$ cat src/rtl/data_cache_ctrl.sv
// Direct-mapped, write-through, no-write-allocate data cache controller.
// Optional load hit/miss counters: define DATA_CACHE_STATS_EN.
module data_cache_ctrl #(
    parameter int LINES = 16
) (
    input  logic        clk_i,
    input  logic        rst_i,
    input  logic        req_valid_i,
    input  logic        req_write_i,
    input  logic [31:0] req_addr_i,
    input  logic [31:0] req_wdata_i,
    output logic        req_ready_o,
    output logic        resp_valid_o,
    output logic [31:0] resp_rdata_o,
    output logic        mem_req_o,
    output logic        mem_write_o,
    output logic [31:0] mem_addr_o,
    output logic [31:0] mem_wdata_o,
    input  logic        mem_ack_i,
    input  logic [31:0] mem_rdata_i
`ifdef DATA_CACHE_STATS_EN
    ,
    output logic [31:0] hit_cnt_o,
    output logic [31:0] miss_cnt_o
`endif
);

    localparam int IDXW = $clog2(LINES);
    localparam int TAGW = 28 - IDXW;

    localparam logic [2:0] IDLE   = 3'd0;
    localparam logic [2:0] HIT    = 3'd1;
    localparam logic [2:0] REFILL = 3'd2;
    localparam logic [2:0] WRITE  = 3'd3;
    localparam logic [2:0] DONE   = 3'd4;

    logic [2:0]      state_q, state_d;
    logic [31:2]     addr_q;
    logic            write_q;
    logic [31:0]     wdata_q;
    logic [1:0]      word_q;
    logic [LINES-1:0] valid_q;

    logic [TAGW-1:0] tag_q  [LINES];
    logic [31:0]     data_q [LINES*4];

    logic [IDXW-1:0] idx_i, idx_q;
    logic [TAGW-1:0] tag_i, tagv_q;
    logic [1:0]      off_q;
    logic            lookup_hit, stored_hit;
    logic            xfer, refill_last, unused_addr;

    assign idx_i  = req_addr_i[4 +: IDXW];
    assign tag_i  = req_addr_i[31 -: TAGW];
    assign idx_q  = addr_q[4 +: IDXW];
    assign tagv_q = addr_q[31 -: TAGW];
    assign off_q  = addr_q[3:2];
    assign unused_addr = ^req_addr_i[1:0];

    assign lookup_hit = valid_q[idx_i] && (tag_q[idx_i] == tag_i);
    assign stored_hit = valid_q[idx_q] && (tag_q[idx_q] == tagv_q);

    assign xfer = req_valid_i && req_ready_o;
    assign refill_last = (state_q == REFILL) && mem_ack_i && (word_q == 2'd3);

    always_comb begin
        state_d = state_q;
        unique case (state_q)
            IDLE: begin
                if (xfer) begin
                    if (req_write_i)     state_d = WRITE;
                    else if (lookup_hit) state_d = HIT;
                    else                 state_d = REFILL;
                end
            end
            HIT:    state_d = IDLE;
            REFILL: if (refill_last) state_d = DONE;
            WRITE:  if (mem_ack_i) state_d = DONE;
            DONE:   state_d = IDLE;
            default: state_d = IDLE;
        endcase
    end

    always_ff @(posedge clk_i or negedge rst_i) begin
        if (!rst_i) begin
            state_q <= IDLE;
            addr_q  <= '0;
            write_q <= 1'b0;
            wdata_q <= '0;
            word_q  <= '0;
            valid_q <= '0;
        end else begin
            state_q <= state_d;
            if (xfer) begin
                addr_q  <= req_addr_i[31:2];
                write_q <= req_write_i;
                wdata_q <= req_wdata_i;
                word_q  <= '0;
                // line is invalid while it is being refilled
                if (!req_write_i && !lookup_hit) valid_q[idx_i] <= 1'b0;
            end
            if (state_q == REFILL && mem_ack_i) word_q <= word_q + 2'd1;
            if (refill_last) valid_q[idx_q] <= 1'b1;
        end
    end

    always_ff @(posedge clk_i) begin
        if (state_q == REFILL && mem_ack_i)
            data_q[{idx_q, word_q}] <= mem_rdata_i;
        if (state_q == WRITE && mem_ack_i && stored_hit)
            data_q[{idx_q, off_q}] <= wdata_q;
        if (refill_last)
            tag_q[idx_q] <= tagv_q;
    end

    always_comb begin
        req_ready_o  = (state_q == IDLE);
        resp_valid_o = (state_q == HIT) || (state_q == DONE);
        resp_rdata_o = '0;
        if (state_q == HIT || (state_q == DONE && !write_q))
            resp_rdata_o = data_q[{idx_q, off_q}];
        mem_req_o   = (state_q == REFILL) || (state_q == WRITE);
        mem_write_o = (state_q == WRITE);
        mem_addr_o  = '0;
        mem_wdata_o = '0;
        if (state_q == REFILL) mem_addr_o = {addr_q[31:4], word_q, 2'b00};
        if (state_q == WRITE) begin
            mem_addr_o  = {addr_q, 2'b00};
            mem_wdata_o = wdata_q;
        end
    end

`ifdef DATA_CACHE_STATS_EN
    logic [31:0] hit_cnt_q, miss_cnt_q;

    always_ff @(posedge clk_i or negedge rst_i) begin
        if (!rst_i) begin
            hit_cnt_q  <= '0;
            miss_cnt_q <= '0;
        end else if (xfer && !req_write_i) begin
            if (lookup_hit) hit_cnt_q  <= hit_cnt_q + 32'd1;
            else            miss_cnt_q <= miss_cnt_q + 32'd1;
        end
    end

    assign hit_cnt_o  = hit_cnt_q;
    assign miss_cnt_o = miss_cnt_q;
`else
    // no load accounting in this build
`endif

endmodule

$ cat config.mk
export PLATFORM = sky130hd
export DESIGN_NAME = data_cache_ctrl
export DESIGN_NICKNAME = d
export VERILOG_FILES = /design/src/rtl/data_cache_ctrl.sv
export SDC_FILE = /design/constraint.sdc
export NUM_CORES = 2
export LEC_CHECK = 0
export CAP_MARGIN = 10
export CELL_PAD_IN_SITES_DETAIL_PLACEMENT = 0
export CELL_PAD_IN_SITES_GLOBAL_PLACEMENT = 1
export CORE_ASPECT_RATIO = 1.2
export CORE_UTILIZATION = 55
export DETAILED_ROUTE_END_ITERATION = 10
export GPL_TIMING_DRIVEN = 0
export PLACE_DENSITY = 0.76
export SETUP_SLACK_MARGIN = 0.2
export SLEW_MARGIN = 20
export SYNTH_ARGS = -nofsm -noshare
export SYNTH_HDL_FRONTEND = slang
export SYNTH_SLANG_ARGS = --single-unit
$ cat constraint.sdc
create_clock -name clk_i -period 5.2 [get_ports clk_i]
set_input_delay 1.56 -clock clk_i [delete_from_list [all_inputs] [get_ports clk_i]]
set_output_delay 1.56 -clock clk_i [all_outputs]
set_load 0.005 [all_outputs]
-- Yosys cells after proc, flatten, opt, wreduce, memory -nomap -nowiden
Memory sizes are Yosys's and may differ from the RTL's.
Index checks and enable logic that the tools add are counted.
Widths: inputs -> output; s select.
- bits in registers: 84
- RAM bits: 2432
- input port bits: 101
- output and inout port bits: 100
- word-level logic and storage cells: 79
- memories kept: 2
- memory list (name ; words ; bits a word ; read ports ; clocked after memory_dff ; write ports ; line ; RTL):
    data_q ; 64 ; 32 ; 1 ; 0 ; 1 ; 45 ; logic [31:0] data_q [LINES*4];
    tag_q ; 16 ; 24 ; 2 ; 0 ; 1 ; 44 ; logic [TAGW-1:0] tag_q [LINES];
- add/sub/neg operators: 1
- order comparisons: 4
- eq/ne operators: 10
- multiplexer cells: 32
- bitwise gates (word level): 3
- reductions and logical operators: 21
- operator list (operator ; count):
    $mux 32 ; 5
    $eq 24x24->1 ; 2
    $mux 16 ; 3
    $reduce_or 32->1 ; 1
    $and 16x16->16 ; 1
    $not 16->16 ; 1
    $or 16x16->16 ; 1
    $logic_and 1x1->1 ; 11
    $mux 1 ; 11
    $lt 4x5->1 const B ; 2
    $mux 3 ; 3
    $pmux 3 s3 ; 1
    $bmux 1 s4 ; 2
    $demux 1 s4 ; 2
    $ge 4x1->1 const B ; 2
    $mux 2 ; 4
    $eq 3x2->1 const B ; 2
    $mux 6 ; 1
    $ne 2x1->1 const B ; 2
    $eq 3x1->1 const B ; 1
    $eq 3x3->1 const B ; 1
    $logic_not 1->1 ; 3
    $logic_not 3->1 ; 1
    $logic_or 1x1->1 ; 3
    5 further kinds ; 5

-- Longest topological paths before layout
- word-level depth: 10
- depth in mapped cells: 14
- gate-level depth less buffers: 9

-- Least setup slack after synthesis
No wires, ideal clock.
- kind: register -> register
- start: register addr_q[4] (netlist name)
- end: memory data_q[23][0], enable pin
- library setup time: 0.421 ns
- arrival time: 4.378 ns
- required time: 4.779 ns
- setup slack: 0.400 ns
- cell stages (with the launch flop): 11
- path buffers: 3
- clock period less this slack: 4.800 ns
- cells stage by stage: dfrtp_1 buf_2 buf_2 mux4_2 mux4_2 xnor2_1 o211ai_1 a2111oi_2 a41oi_1 clkbuf_1 nor2_1
- longest elaborated chain between the ends: 8
- elaborated cells between the ends (all ways): 11
- those cells by class: eq/ne (1); mux (6); reduce/logical (3); memory (1)
- ends and longest elaborated chain (item ; line ; RTL):
    start, declared ; 38 ; logic [31:2] addr_q;
    start signal, assigned ; 95 ; addr_q <= req_addr_i[31:2];
    $mem_v2 16x24 / $bmux 1 s4 (equally long branches) ; -- ;
    $eq 24x24->1 / $mux 1 (equally long branches) ; 61 ; assign stored_hit = valid_q[idx_q] && (tag_q[idx_q] == tagv_q);
    $logic_and 1x1->1 ; 61 ;
    $logic_and 1x1->1 ; 110 ; if (state_q == WRITE && mem_ack_i && stored_hit)
    $mux 1 ; 110 ;
    $mux 1 (implied by the code) ; 111 ; data_q[{idx_q, off_q}] <= wdata_q;
    $reduce_or 32->1 (no line) ; -- ;
    $mux 6 (no line) / $mux 1 (equally long branches) ; -- ;
    end, declared ; 45 ;
Several ways; a longest one is shown, not always the timed one. The select of a mux whose other input is x is not followed.

-- Worst setup path after layout
- start: register addr_q[2] (netlist name)
- end: output resp_rdata_o[10]
- longest elaborated chain between the ends: 2
- ends and longest elaborated chain (item ; line ; RTL):
    $mem_v2 64x32 ; -- ;
    $mux 32 ; 120 ; if (state_q == HIT || (state_q == DONE && !write_q))
    end, declared ; 14 ; output logic [31:0] resp_rdata_o,
No other way between the ends.

==> run summary <==
Status
* status: finished, violations left
* violations in the final reports: setup timing

Route
* count of routing violations after the opening detailed-route iteration: 10600
* Top Layer Used: met5
* met3 routed WL: 58500 um
* overall routed net length: 392000 um
* count of vias placed by the detailed router: 61100
* detailed-routed wire length on met2: 175000 um
* Wirelength per Cell: 47.6 um
* via-per-instance ratio: 7.42
* wl on met1: 117000 um
* number of detailed-routing iterations run before antenna repair: 10
* Residual DRC: 0
* ANT nets after route: 0

CTS
* clock-pin slew on the worst setup and hold paths: 60 ps
* clock tree from TritonCTS: done
* number of buffers created by CTS: 229
* Clock Sink Count: 2516
* cell at the root of the clock tree: clkbuf_16
* H-tree level count: 4
* Clock Tree Buf Depth: 3
* worst skew pair latency: 920 ps
* Post-CTS Hold Buffers: 0

Final layout
* net total in the final layout: 5704
* area added between synthesis and finish: 25.1%
* final core utilization: 69.4%
* combined area of the multi-input logic cells: 26900 um^2
* Sequential Area: 75100 um^2
* layout cells sized above 1: 38.3%
* Filler Cells Inserted: 10700

Yosys
* cells after synthesis: 4702
* leading area contributor after synthesis: edfxtp_1
* Post-synth EDFFs: 2432
* post-synth cell types: 62
* main flop type after synthesis: edfxtp_1
* Mapped Area: 101000 um^2
* share of synthesized flip-flops with an asynchronous set or reset: 3.34%
* cell types with the largest area share after synthesis: edfxtp_1 73%, mux4_2 17%, dfrtp_1 2.1%
* Synth Register Bits: 2516
* portion of synthesized cell area occupied by the leading cell type: 72.5%
* number of warnings reported in the yosys synthesis log: 0
* synthesized area divided by synthesized cell count: 21.4 um^2
* sequential area share after synthesis: 74.6%

GRT
* Congestion Overflow GR: 0
* GRT Total Usage: 42.2%
* first-pass GRT wire length: 511000 um
* initial antenna violation count: 14
* number of global-route vias before repair: 59000
* pin count of the biggest net entering global routing: 71

Power and ir drop
* sequential group share of total power: 36.7%
* overall power after layout: 0.0656 W
* peak ir drop on the vdd network: 0.405 mV
* cell internal power dissipation: 0.0436 W
* part of the total power dissipated in combinational logic: 36.8%
* sw frac: 33.6%
* clock network fraction of total power: 26.5%
* ratio of total power to cell area: 521 nW/um^2
* power dissipated by switching net loads: 0.0221 W
* static power due to leakage: 40.9 nW

Timing
* final critical-path required period: 5850 ps
* Worst Clk Skew: 74.6 ps
* final number of setup-violating endpoints: 35
* Final Hold Viols: 0
* number of max-slew violations in the final report: 0
* min setup slack post-route: -648 ps
* Tcrit/Tclk final: 112%
* setup repair after global routing missed its margin: yes
* Achievable Freq: 0.171 GHz
* slew of the pin with the lowest slew margin: 1110 ps
* headroom to the max-slew limit: 25.7%

Die
* num rows: 171
* IO Pins: 201
* Die Width: 393 um
* die area: 185000 um^2
* die height: 471 um
* initial cell density of the core: 55.5%
* core outline area: 181000 um^2

Critical path
* critical path arrival: 4290 ps
* kind of cell adding the most delay to the critical path: buffers and inverters
* dominant cell type by count on the critical path: buf_16
* worst endpoint required time: 3640 ps
* startpoint types: register
* cell-by-cell listing of the critical path: buf_8, buf_12, buf_16, buf_16, buf_16, buf_16, buf_6, mux4_2, a22oi_2, nand3_4, a221oi_4, a21oi_2, buf_2
* start-to-end type of the worst setup path: reg -> out
* CP Buf/Inv Count: 8
* crit-path max cell delay: 520 ps
* kind of end point of the critical path: output port
* standard cell with the maximum stage delay on the critical path: a221oi_4
* maximum net fanout on the critical path: 6

Place
* number of buffers inserted by port buffering: 195
* sum of net half-perimeters after detailed placement: 248000 um
* Final GP Congestion: 0.977

Worst hold path
* class of the tightest hold or removal check: in -> async

Run
* max capacitance violation total: 0

==> cells by family (layout without fill, tap and decap cells) <==
logic type                 Yosys count  in the layout  share of synthesized area [%]
other                                1             14                        0.00372
DFF                               2516           2516                           74.6
and+or+nand+nor                    544            544                           2.39
buffers and inverters              308           1404                           1.34
adders and majority gates            1              1                         0.0124
xor gates and xnor gates            49             49                          0.426
muxes                              954            954                           18.9
AOI/OAI and AO/OA                  329            329                           2.27
==> area by class of cell <==
| class | instances | area share [%] |
|---|---|---|
| flip-flops and latches | 2516 | 59.6 |
| multi-input cells | 1879 | 21.3 |
| repair buffers | 668 | 7.49 |
| clock buffers | 272 | 4.71 |
| plain buffers | 275 | 3.03 |
| well taps | 2422 | 2.41 |
| clock inverters | 156 | 1.27 |
| inverters | 33 | 0.103 |
| diodes | 12 | 0.0238 |
==> placed cells by master (no fill, tap or decap), types with 21 or more instances in the layout <==
| master | instances |
|---|---|
| mux2i_4 | 22 |
| inv_1 | 27 |
| edfxtp_1 | 2432 |
| buf_12 | 156 |
| clkbuf_4 | 32 |
| mux4_2 | 753 |
| mux2i_1 | 107 |
| clkbuf_16 | 248 |
| clkdlybuf4s50_1 | 163 |
| clkbuf_1 | 66 |
| buf_16 | 157 |
| a22oi_1 | 37 |
| xnor2_1 | 41 |
| a22oi_2 | 47 |
| dfrtp_1 | 83 |
| o21ai_0 | 38 |
| mux2_8 | 23 |
| and3_1 | 35 |
| bufinv_16 | 28 |
| buf_4 | 219 |
| clkbuf_2 | 32 |
| nand3_1 | 23 |
| mux2_2 | 34 |
| nor2_1 | 49 |
| nand2_1 | 216 |
| a21oi_2 | 21 |
| clkinv_2 | 50 |
| clkbuf_8 | 47 |
| nor2_4 | 89 |
| a21oi_1 | 21 |
| clkinv_1 | 53 |
| and2_1 | 21 |
| buf_2 | 31 |
| buf_6 | 41 |
==> flip-flops by register name, indices dropped and copies added (netlist names) <==
signal and flops:
data_q 2048, tag_q 384, wdata_q 32, addr_q 30, valid_q 16, state_q 3, word_q 2, write_q 1
==> path summary, 6_finish.rpt <==
path | start | cells past startpoint | slack, ps | end
worst min-delay path | rst_i | 1 | 460 | addr_q[29]$_DFFE_PN0P_
worst max register to register | addr_q[5]$_DFFE_PN0P_ | 13 | 20 | data_q[6][29]$_DFFE_PP_
max in group asynchronous | rst_i | 2 | 4050 | addr_q[3]$_DFFE_PN0P_
worst max-delay path | addr_q[2]$_DFFE_PN0P_ | 13 | -650 | resp_rdata_o[10]
min in group clk_i | write_q$_DFFE_PN0P_ | 2 | 490 | write_q$_DFFE_PN0P_
worst min register to register | write_q$_DFFE_PN0P_ | 2 | 490 | write_q$_DFFE_PN0P_
==> worst register-to-register path: stages, from the launching register on <==
cell and delay (ps):
dfrtp_1 320, buf_4 180, clkbuf_2 360, buf_2 490
mux4_2 370, mux2i_1 90, a211oi_1 810, o211ai_1 270
a2111oi_4 290, buf_12 200, a41oi_4 290, buf_4 250
nor2_4 620, buf_16 260
==> synthesized netlist by cell type (4+ instances only) <==
cell type and count:
a21oi_1 50, o21ai_0 48, o22ai_1 22, o211ai_1 10, nand3_1 31, o2bb2ai_1 4, nor3_1 20, o221ai_1 4
and2_1 21, xor2_1 6, and3_1 36, a41oi_1 6, or4_1 4, nand4_1 10, mux2i_1 135, buf_4 10
mux4_2 753, nand2b_1 8, a221oi_1 16, a2bb2oi_1 4, buf_1 33, a211oi_1 10, nand2_1 233, nor4_1 7
buf_2 91, o2111ai_1 7, a22o_1 17, a2111oi_0 6, xnor2_1 43, dfrtp_1 84, nor2_1 148, clkbuf_1 136
mux2_2 66, or3_1 5, a31oi_1 22, a22oi_1 84, edfxtp_1 2432, buf_6 5, nor2b_1 12, inv_1 32
==> layer usage <==
layer  up-vias  GRT usage (%)
met5         -          0.817
li1      21700              -
met1     31000           49.7
met2      6485           62.8
met3      1901           14.6
met4        18           34.5
==> power by group through the flow <==
stage / registers (W) / clock network, W / logic [W]
final: 0.0241 / 0.0174 / 0.0241
after global routing: 0.0242 / 0.0180 / 0.0242
after CTS: 0.0240 / 0.0172 / 0.0219
after detailed placement: 0.0245 / 0 / 0.0175
after global placement: 0.0244 / 0 / 0.0168
after floorplan: 0.0241 / 0 / 0.0101
==> metrics by stage <==
step | setup WS, ps | hold WS, ps | instance area, um^2 | setup TNS (ps) | std cells
detailed placement | -3060 | 467 | 111000 | -4615070 | 7511
global route | -587 | 461 | 126000 | -10970 | 8223
floorplan | 400 | 440 | 101000 | 0 | 4703
CTS | -383 | 433 | 124000 | -349230 | 8133
finish | -648 | 459 | 126000 | -11020 | 8233
global placement | -5620 | 471 | 106000 | - | 7320
==> timing repair <==
action,CTS,global route
pin swaps,107,70
setup buffers,187,85
setup endpoints to repair,4409,4137
resized for setup,1057,221
gates cloned,7,3
hold endpoints to repair,0,0
(Power assumes the default switching activity.)
